`src/rtl/pontuacao_pkg.sv`:
```
// rtl/pontuacao_pkg.sv - shared state type and constant helpers for the score engine
package pontuacao_pkg;

  typedef enum logic [1:0] {IDLE, DIV, ACCUM} state_t;

  function automatic int clog2(input int value);
    int res;
    res = 0;
    for (int v = value - 1; v > 0; v = v >> 1) res++;
    return res;
  endfunction

  function automatic int sum_rounds(input int n);
    return n * (n + 1) / 2;
  endfunction

endpackage

```
`src/rtl/pontuacao_seq_divider.sv`:
```
// rtl/pontuacao_seq_divider.sv - restoring divider, one quotient bit per cycle
module seq_divider
  import pontuacao_pkg::*;
#(
  parameter int W = 11
) (
  input  logic         clock,
  input  logic         reset,
  input  logic         start,
  input  logic [W-1:0] dividend,
  input  logic [W-1:0] divisor,
  output logic [W-1:0] quotient,
  output logic         done
);

  localparam int CW = clog2(W + 1);

  logic [W-1:0]  num;
  logic [W-1:0]  rem;
  logic [W-1:0]  div_q;
  logic [CW-1:0] cnt;
  logic          active;
  logic [W:0]    trial;
  logic          ge;
  logic [W-1:0]  diff;

  // When ge holds the difference is below the divisor, so W bits suffice.
  assign trial = {rem, num[W-1]};
  assign ge    = trial >= {1'b0, div_q};
  assign diff  = trial[W-1:0] - div_q;
  assign done  = active && (cnt == CW'(1));

  always_ff @(posedge clock) begin
    if (reset) begin
      num      <= '0;
      rem      <= '0;
      div_q    <= '0;
      quotient <= '0;
      cnt      <= '0;
      active   <= 1'b0;
    end else if (start) begin
      num      <= dividend;
      div_q    <= divisor;
      rem      <= '0;
      quotient <= '0;
      cnt      <= CW'(W);
      active   <= 1'b1;
    end else if (active) begin
      rem      <= ge ? diff : trial[W-1:0];
      num      <= {num[W-2:0], 1'b0};
      quotient <= {quotient[W-2:0], ge};
      cnt      <= cnt - CW'(1);
      if (cnt == CW'(1)) active <= 1'b0;
    end
  end

endmodule

```
`src/rtl/pontuacao_seq.sv`:
```
// rtl/pontuacao_seq.sv - sequential score engine: request FSM, divider, penalty/clamp and sticky flags
module pontuacao_seq
  import pontuacao_pkg::*;
#(
  parameter int MAX_SCORE = 100,
  parameter int SCORE_W   = 7,
  parameter int ROUNDS_LO = 8,
  parameter int ROUNDS_HI = 16,
  parameter int ROUND_W   = 4,
  parameter int ERR_W     = 4,
  parameter int PENALTY   = 2
) (
  input  logic               clock,
  input  logic               reset,
  input  logic               clear,
  input  logic               nivel,
  input  logic               round_done,
  input  logic [ROUND_W-1:0] round_idx,
  input  logic [ERR_W-1:0]   erros,
  output logic               busy,
  output logic               score_valid,
  output logic [SCORE_W-1:0] pontos,
  output logic               perfect,
  output logic               game_over,
  output logic [ERR_W+3:0]   total_erros,
  output logic               erro_seq
);

  localparam int PROD_W = clog2(ROUNDS_HI * MAX_SCORE + 1);
  localparam int TOT_W  = ERR_W + 4;
  localparam logic [PROD_W-1:0] S_LO = PROD_W'(sum_rounds(ROUNDS_LO));
  localparam logic [PROD_W-1:0] S_HI = PROD_W'(sum_rounds(ROUNDS_HI));

  state_t             state;
  logic               lvl_q;
  logic [ROUND_W:0]   r_q;
  logic [ERR_W-1:0]   err_q;

  logic [ROUND_W:0]   r_in;
  logic [ROUND_W:0]   n_in;
  logic [ROUND_W:0]   n_q;
  logic               accept;
  logic [PROD_W-1:0]  dividend;
  logic [PROD_W-1:0]  divisor;
  logic [PROD_W-1:0]  quotient;
  logic               div_done;

  logic [31:0]        base;
  logic [31:0]        pen;
  logic [31:0]        gain;
  logic [31:0]        tmp;
  logic [SCORE_W-1:0] new_score;
  logic [TOT_W:0]     tot_sum;
  logic [TOT_W-1:0]   tot_next;
  logic               zero_game;

  assign r_in     = {1'b0, round_idx} + (ROUND_W+1)'(1);
  assign n_in     = nivel ? (ROUND_W+1)'(ROUNDS_HI) : (ROUND_W+1)'(ROUNDS_LO);
  assign n_q      = lvl_q ? (ROUND_W+1)'(ROUNDS_HI) : (ROUND_W+1)'(ROUNDS_LO);
  assign accept   = (state == IDLE) && round_done && !clear && (r_in <= n_in) && !game_over;
  assign dividend = PROD_W'(r_in) * PROD_W'(MAX_SCORE);
  assign divisor  = nivel ? S_HI : S_LO;

  seq_divider #(.W(PROD_W)) u_div (
    .clock    (clock),
    .reset    (reset || clear),
    .start    (accept),
    .dividend (dividend),
    .divisor  (divisor),
    .quotient (quotient),
    .done     (div_done)
  );

  // Penalty and sum are evaluated wide so neither can wrap before the clamp.
  always_comb begin
    base      = 32'(quotient);
    pen       = 32'(err_q) * 32'(PENALTY);
    gain      = (base > pen) ? (base - pen) : 32'd0;
    tmp       = 32'(pontos) + gain;
    new_score = (tmp > 32'(MAX_SCORE)) ? SCORE_W'(MAX_SCORE) : tmp[SCORE_W-1:0];
    tot_sum   = {1'b0, total_erros} + (TOT_W+1)'(err_q);
    tot_next  = tot_sum[TOT_W] ? {TOT_W{1'b1}} : tot_sum[TOT_W-1:0];
    zero_game = (total_erros == '0) && (err_q == '0);
  end

  always_ff @(posedge clock) begin
    if (reset || clear) begin
      state       <= IDLE;
      lvl_q       <= 1'b0;
      r_q         <= '0;
      err_q       <= '0;
      busy        <= 1'b0;
      score_valid <= 1'b0;
      pontos      <= '0;
      perfect     <= 1'b0;
      game_over   <= 1'b0;
      total_erros <= '0;
      erro_seq    <= 1'b0;
    end else begin
      score_valid <= 1'b0;
      case (state)
        IDLE: begin
          if (accept) begin
            lvl_q <= nivel;
            r_q   <= r_in;
            err_q <= erros;
            busy  <= 1'b1;
            state <= DIV;
          end else if (round_done) begin
            erro_seq <= 1'b1;
          end
        end
        DIV: begin
          if (round_done) erro_seq <= 1'b1;
          if (div_done) state <= ACCUM;
        end
        ACCUM: begin
          if (round_done) erro_seq <= 1'b1;
          busy        <= 1'b0;
          score_valid <= 1'b1;
          total_erros <= tot_next;
          state       <= IDLE;
          // A flawless game lands exactly on the ceiling despite floor rounding.
          if (r_q == n_q) begin
            game_over <= 1'b1;
            if (zero_game) begin
              pontos  <= SCORE_W'(MAX_SCORE);
              perfect <= 1'b1;
            end else begin
              pontos  <= new_score;
            end
          end else begin
            pontos <= new_score;
          end
        end
        default: state <= IDLE;
      endcase
    end
  end

endmodule

```
`config.mk`:
```
export PLATFORM = sky130hd
export DESIGN_NAME = pontuacao_seq
export DESIGN_NICKNAME = d
export VERILOG_FILES = /design/src/rtl/pontuacao_pkg.sv /design/src/rtl/pontuacao_seq_divider.sv /design/src/rtl/pontuacao_seq.sv
export SDC_FILE = /design/constraint.sdc
export NUM_CORES = 1
export LEC_CHECK = 0
export ABC_AREA = 1
export CORE_ASPECT_RATIO = 1.25
export CORE_MARGIN = 2
export CORE_UTILIZATION = 40
export CTS_CLUSTER_SIZE = 24
export DETAILED_ROUTE_END_ITERATION = 8
export REMOVE_ABC_BUFFERS = 1
export SLEW_MARGIN = 20
export SYNTH_ARGS = -nofsm -noshare
export SYNTH_HDL_FRONTEND = slang
export SYNTH_SLANG_ARGS = --single-unit
```
`constraint.sdc`:
```
create_clock -name clock -period 4.45 [get_ports clock]
set_input_delay 1.335 -clock clock [delete_from_list [all_inputs] [get_ports clock]]
set_output_delay 1.335 -clock clock [all_outputs]
set_load 0.01 [all_outputs]
```
==> results, run 1 <==
- The largest single stage delay on the critical path is 0.37 ns.
- After detailed routing, the average wire length per cell comes to 12.7 um.
- After clock tree synthesis, the clock-pin slew on the worst setup and hold paths is 0.06 ns.
- The xor and xnor area share after synthesis is 3.16%.
- In the final layout, the share of cells above drive strength 1 is 7.21%.
- After synthesis, the netlist uses 47 different library cells.
- The global-route congestion overflow total is 0.
- Among all stages on the critical path, the largest delay is contributed by or3_1.
- The share of the yosys chip area belonging to registers is 31.6%.
- In this run the most critical hold path is launched from perfect.
- Relative to the synthesized area, the layout overhead comes to 17.2%.
- The antenna cell count is 0.
- The critical path capture point type is a register.
- The cell at the root of the clock tree is clkbuf_16.
- Pin placement for this block handled 33 I/O pins.
- The first-pass GRT wire length is 17900 um.
- The power density of the placed cells is 283 mW/mm2.
- The post-route clock period utilization is 90.7%.
- The most repeated library cell on the critical path is nand2_1.
- Counting every sink on the clock net gives 70.
- By count the netlist is led by 121 x nand2_1, 91 x inv_1, 70 x dfxtp_1.
- For flop-to-flop paths, the worst setup slack is 0.41 ns.
- The die boundary width is 98.2 um.
- The number of nets with antenna violations after routing is 0.
- The cell type with the highest aggregate area in the netlist is dfxtp_1.
- The flow ran to the end, and the final reports show no timing, DRC or antenna violations.
- The post-detailed-placement half-perimeter wirelength is 7910 um.
- From bottom edge to top edge, the die measures 122 um.
- The synthesized-area fraction occupied by and/or/nand/nor cells is 26.3%.
- The number of iterations in the first detailed-routing pass is 4.
- The biggest fanout along the worst timing path is 8.
- The initialized floorplan defines 43 standard-cell rows.
- In this run the critical register-to-register path is launched from err_q[3].
- Yosys instantiated no cell more often than nand2_1.
- The overall fraction of global-route tracks in use is 18.3%.
- The insertion delay of the later-clocked pin in the worst-skew pair is 0.34 ns.
- After synthesis, the cell types taking the most area are dfxtp_1 32%, ha_1 12%, nand2_1 10%.
- The total clock buffers created by CTS is 9.
- The via density per instance is 5.08.
- Each instance of the synthesized netlist takes up on average 7.12 um2.
- The detailed router placed 4068 vias in this run.
- The violation count after the first detailed-route iteration is 139.
- For this design the static power due to leakage is 2.24 nW.
- The worst hold margin is 0.456 ns.
- The number of cells on the worst hold path is 2.
- The instance count of the mapped netlist is 623.
- In this run the critical register-to-register path is captured at pontos[5].
- Headroom to the max-slew limit came out at 38.1%.
- The number of pins with negative max-slew slack in the final report is 0.
- Summing internal, switching and leakage power gives 0.00147 W.
- The proportion of synthesized flip-flops having asynchronous set or reset is 0%.
- The number of global-route vias before repair was 4029.
- The number of antenna violations at the first check in global routing is 0.
- VDD sags by at most 0.000127 V.
- The mux share of post-synthesis cell area is 0.226%.
- At the worst endpoint, the required time is 4.68 ns.
- After routing, the total negative slack on setup checks comes to 0 ns.
- The total standard cell area after synthesis is 0.00443 mm2.
- The wire length reported by the detailed router is 10200 um.
- Yosys printed 0 warnings.
- The number of storage elements in the synthesis netlist is 70.
- The largest family of logic cells by synthesized area is simple AND/OR/NAND/NOR gates.
- For hold timing, the worst endpoint is perfect.
- The post-layout minimum cycle time is 4.04 ns.
- Among all flip-flop cells after synthesis, the most frequent one is dfxtp_1.
- The hold-fix buffer count after cts is 0.
- The clock arrives with 0.00742 ns of skew.
- The number of enable-type register cells in the synthesized netlist is 0.
- The measured slew at the worst slew-check pin is 0.920 ns.
- The number of cells on the worst reg-to-reg path is 26.
- The tool flagged a number of max-cap violations equal to 0.
- The achievable clock frequency is 248 MHz.
- The longest clock path from root to sink contains 2 buffers.
- The congestion estimate from routability-driven global placement came to 0.859.
- Data on the critical path arrives at its endpoint at 4.27 ns.
- Of the total synthesized cell area, the portion taken by full adders, half adders and majority gates is 14.4%.
- The total area inside the core boundary comes to 0.0110 mm2.
- The final layout contains 725 nets.
- The CTS tree is yes.
- Summing the areas of all compound-gate instances in the mapped netlist gives 14.3% of the synthesized area.
- Fill cells in the final layout number 1142.
- Summed over its instances, the top area cell type makes up 31.6% of the synthesized netlist area.
- Entering global routing, the biggest net connects 43 pins.
- The final count of hold timing violations came to 0.
- The final count of negative-setup-slack endpoints is 0.
- In this run the number of H-tree levels came out at 3.
- The type of the worst min-delay path is reg2reg.
- The die outline area is 0.0119 mm2.
- In this run the tool buffered the top-level ports with 32 buffer cells.
- In the routed design, unresolved DRC markers number 0.
- The critical path in this run is classified as reg2reg.
- The kind of start point of the critical path is a register.
- Once the floorplan was initialized, standard cells occupied 40.4% of the core.
-- worst max path at each step --
stage / start / cells past startpoint / to / slack (ns)
floorplan: err_q[2] / 27 / pontos[2] / 0.74
global placement: round_idx[1] / 13 / u_div.num[10] / 0.28
detailed placement: round_idx[1] / 13 / u_div.num[10] / 0.20
CTS: err_q[3] / 26 / pontos[2] / 0.37
global route: err_q[3] / 27 / pontos[2] / -0.02
finish: err_q[3] / 26 / pontos[5] / 0.41
-- metal layers --
metal / vias up / GRT usage, % / share of wire, %
met2: 58 / 33.3 / 51
li1: 2128 / - / -
met3: 20 / 3.10 / 2.2
met5: - / 0 / 0
met1: 1862 / 21.2 / 45
met4: 0 / 7.88 / 2.5
-- sequential cells by signal, summed over array words and instances (netlist names), 2 cells and up --
register	flops
state	2
u_div.num	9
r_q	5
u_div.quotient	11
u_div.rem	11
err_q	4
total_erros	8
u_div.div_q	2
u_div.cnt	4
pontos	7
-- cell usage in the layout (no fill, tap or decap), drive strengths merged, types with 2 or more instances in the layout --
cell type      count
o211ai             3
clkbuf             9
xor2              11
nand2            124
a211oi            11
nand3             44
conb               4
nor4               3
a22oi              2
xnor2              5
o22ai              8
buf                9
nand4             11
inv              100
nor3               3
dfxtp             70
a31oi              5
o31ai              2
clkinv             3
clkdlybuf4s50     32
ha                43
a21oi             34
nand3b             3
nor2              69
clkinvlp           3
fa                 5
or2                2
o21ai             38
-- layout make-up --
type                       count  area, um2  area share [%]
timing repair buffer          41        388            7.46
sequential                    70       1400            27.0
tap                          135        169            3.25
multi-input combinational    440       2600            50.1
clock inverter                 4       27.5           0.530
clock buffer                   9        225            4.33
inverter                     102        383            7.37
-- critical path: cells and delay by family (launching register included) --
kind	cells	cell delay (ns)
AND/OR/NAND/NOR	15	2.06
adder cells (fa/ha/maj)	3	0.97
flip-flops	1	0.33
buffers and inverters	5	0.31
AO/OA/AOI/OAI	3	0.26
-- report_power, final --
group | switching (W) | internal [W] | leakage, nW | total [W]
clock | 0.000266 | 0.000366 | 0.115 | 0.000632
sequential | 0.00000496 | 0.000636 | 0.565 | 0.000641
combinational | 0.000119 | 0.0000776 | 1.56 | 0.000196
-- timing repair --
item	in CTS	in global routing
setup endpoints to repair	0	3
gates resized for setup	0	1
buffers inserted	0	2
hold endpoints to repair	0	0
-- through the flow --
step	instance area, um2	utilization [%]	instances	setup WS, ns
floorplan	4390	-	612	0.739
global placement	4930	44.9	786	0.276
detailed placement	4930	44.9	786	0.197
CTS	5180	47.2	799	0.366
global route	5200	47.4	801	-0.0184
finish	5200	47.4	801	0.412
-- logic make-up (layout without fill, tap and decap cells) --
logic type | after synthesis | count (layout)
simple gates | 262 | 262
other cells | 1 | 4
xor+xnor | 16 | 16
mux | 1 | 1
flops | 70 | 70
compound gates | 109 | 109
buf+inv | 116 | 156
fa+ha+maj | 48 | 48
(Power assumes the default switching activity.)
==> run 2: changes to the inputs <==
Settings changed: CELL_PAD_IN_SITES_DETAIL_PLACEMENT from default to 0, CELL_PAD_IN_SITES_GLOBAL_PLACEMENT from default to 1, PLACE_DENSITY_LB_ADDON from default to 0.1.
==> run 2 against run 1 <==
Non-clock buffer count is 3 higher; core utilization is 0.56 points higher; count of clock-buffer cells in the layout increased by 1; die area unchanged; sequential cell count unchanged; hold slack gained 0.0080 ns; clock skew is essentially flat; via count decreased by 0.47%; worst setup slack lost 0.093 ns; total power grew 3.9%; clock power grew 8.5%; cell count increased by 0.75%; highest routed layer unchanged.
==> results, run 2 (synthesis gave the netlist of run 1 again) <==
- The storage element area is 0.00140 mm2 (unchanged).
- The die boundary width is 98.2 um (unchanged).
- The global placement routability congestion is 0.838 (-2.4%).
- The placeable core region is 0.0110 mm2 (unchanged).
- The detailed-route wire length per cell is 13.5 um (+6.4%).
- The synthesis-to-finish area growth is 18.6%.
- The cell leakage power is 2.27 nW (+1.3%).
- The number of fill cells in the layout is 1145 (+0.26%).
- The cell area reported after detailed placement is 0.00493 mm2 (unchanged).
- The post-route clock period utilization is 92.8% (+2.1 points).
- The global-route congestion overflow total was 0 (unchanged).
- The library cells used most frequently in the layout, excluding fill and tap cells, are 121 x nand2_1, 91 x inv_1, 70 x dfxtp_1.
- The number of antenna violations at the first check in global routing is 0 (unchanged).
- The count of H-tree levels built during CTS is 3 (unchanged).
- The fraction of layout cells with a size suffix above 1 came to 8.18% (+0.98 points).
- The share of the core filled with cells in the final layout is 47.9% (+0.56 points).
- The post-detailed-placement half-perimeter wirelength was 8490 um (+7.3%).
- The top-level port count is 33 (unchanged).
- The total via count after detailed routing came to 4049 (-0.47%).
- The flow ran to the end, and the final reports show no timing, DRC or antenna violations.
- The worst setup path is of the reg2reg kind.
- The power density of the placed cells came to 290 mW/mm2 (+2.7%).
- The reported max-cap violation count was 0 (unchanged).
- The total DRC errors in the routed layout was 0 (unchanged).
- The insertion delay of the later-clocked pin in the worst-skew pair is 0.34 ns (about the same).
- The wire length reported by the detailed router came to 10900 um (+7.2%).
- The count of standard-cell rows came to 43 (unchanged).
- The final count of hold timing violations came to 0 (unchanged).
- The deepest clock path buffer count is 2 (unchanged).
- The number of sinks on the clock net is 70 (unchanged).
- The clock-pin slew on the worst setup and hold paths came to 0.06 ns (about the same).
- The type of the worst min-delay path is reg2reg.
- The total clock buffers created by CTS is 9 (unchanged).
- The total number of nets in the final design was 728 (+0.41%).
- The worst-case register-to-register setup slack came to 0.32 ns (-0.09 ns).
- The number of pins with negative max-slew slack in the final report is 0 (unchanged).
- The die outline area is 0.0119 mm2 (unchanged).
- The smallest setup slack after layout came to 0.319 ns (-0.0931 ns).
- The antenna cell count came to 0 (unchanged).
- The final count of negative-setup-slack endpoints came to 0 (unchanged).
- TritonCTS built the clock tree.
- The most common cell after layout, fill and taps aside is nand2_1.
- The worst slew slack as a fraction of its limit is 39.2% (+1.1 points).
- The overall fraction of global-route tracks in use came to 19.3% (+0.98 points).
- The kind of start point of the critical path is a register.
- The first-pass GRT wire length came to 18500 um (+3.2%).
- The number of iterations in the first detailed-routing pass is 4 (unchanged).
- The violation count after the first detailed-route iteration is 157 (+13%).
- The number of nets with antenna violations after routing is 0 (unchanged).
- The via density per instance came to 5.02 (-1.2%).
- The number of buffers added on ports came to 32 (unchanged).
- The post-route cell area was 0.00526 mm2 (+1.2%).
- The multi-input gate area in the final layout is 0.00261 mm2 (+0.19%).
- The achievable clock frequency is 242 MHz (-2.3%).
- The vertical extent of the die was 122 um (unchanged).
- The worst path required time is 4.68 ns (about the same).
- The measured slew at the worst slew-check pin was 0.904 ns (-0.0157 ns).
- The maximum clock skew at final layout came to 0.00710 ns (-0.000318 ns).
- The arrival time of the worst setup path is 4.36 ns (+0.09 ns).
- The biggest fanout along the worst timing path is 8 (unchanged).
- The effective utilization at floorplan is 40.4% (unchanged).
- The worst setup path is captured at a register.
- The largest registers in the layout are u_div.quotient x11, u_div.rem x11, u_div.num x9.
- The post-layout minimum cycle time was 4.13 ns (+0.0931 ns).
- The cell at the root of the clock tree is clkbuf_16.
- The worst slack at placement is 0.206 ns (+0.00942 ns).
- The number of global-route vias before repair was 4121 (+2.3%).
- The total design power is 0.00153 W (+3.9%).
- The peak ir drop on the vdd network was 0.000163 V (+28%).
- The largest net degree at the start of global routing was 43 (unchanged).
-- run 2: changes by cell type in the layout (fill, tap and decap cells not counted) --
cell	previous run	this run
clkinvlp_4	3	4
clkinv_2	1	0
clkinv_4	0	2
clkbuf_8	0	1
nor3b_1	1	0
nor3b_2	0	1
buf_4	9	12
-- run 2: critical path, stage by stage, from the launching register on --
cell and delay (ns):
dfxtp_1 0.34, inv_1 0.08, ha_1 0.37, a21oi_2 0.18, nand2_2 0.08, nand3_1 0.08
nand2_1 0.09, nand2_4 0.12, inv_2 0.05, o21ai_0 0.07, a21oi_1 0.07, ha_1 0.34
nand2_1 0.06, inv_1 0.08, nand2_1 0.08, nand3_1 0.11, nand2_1 0.06, nand2_1 0.09
inv_1 0.06, or3_1 0.37, ha_1 0.28, nand4_1 0.09, nor4b_1 0.29, nand2_1 0.14
nor2_4 0.15, nand3_4 0.11, o21ai_1 0.13, inv_1 0.05
-- run 2: through the flow --
step	TNS (ns)	hold slack (ns)	cells
after floorplan	0	0.440	612
after global placement	0	0.454	786
after detailed placement	0	0.458	786
after CTS	0	0.467	802
after global routing	-0.00545	0.482	807
final	0	0.464	807
-- run 2: report_power, final --
| group | switching, W | internal (W) |
|---|---|---|
| Combinational | 0.000121 | 0.0000781 |
| Clock | 0.000292 | 0.000394 |
| Sequential | 0.00000528 | 0.000636 |
| Total | 0.000419 | 0.00111 |
-- run 2: worst paths after layout --
path,startpoint,endpoint,depth (start not counted)
worst min register to register,u_div.num[9],u_div.num[9],2
worst min-delay path,u_div.num[9],u_div.num[9],2
worst max-delay path,err_q[2],pontos[2],27
worst max register to register,err_q[2],pontos[2],27
-- run 2: area by class of cell --
cell class	count	area share (%)
clock buffers	10	4.54
clock inverters	6	0.904
inverters	102	7.28
multi-input cells	440	49.6
flip-flops and latches	70	26.6
well taps	135	3.21
repair buffers	44	7.80
-- run 2: what timing repair did --
action	4_1_cts	5_1_grt
endpoints found under the setup margin	0	3
hold endpoints to repair	0	0
setup buffers	0	5
hold buffers	0	0
resized for setup	0	2
-- run 2: metal layers --
| metal | vias up | track usage [%] | share of wire (%) |
|---|---|---|---|
| met3 | 24 | 4.13 | 2.7 |
| met5 | - | 0 | 0 |
| li1 | 2130 | - | - |
| met1 | 1838 | 21.8 | 43 |
| met2 | 57 | 35.2 | 52 |
| met4 | 0 | 7.88 | 2.5 |
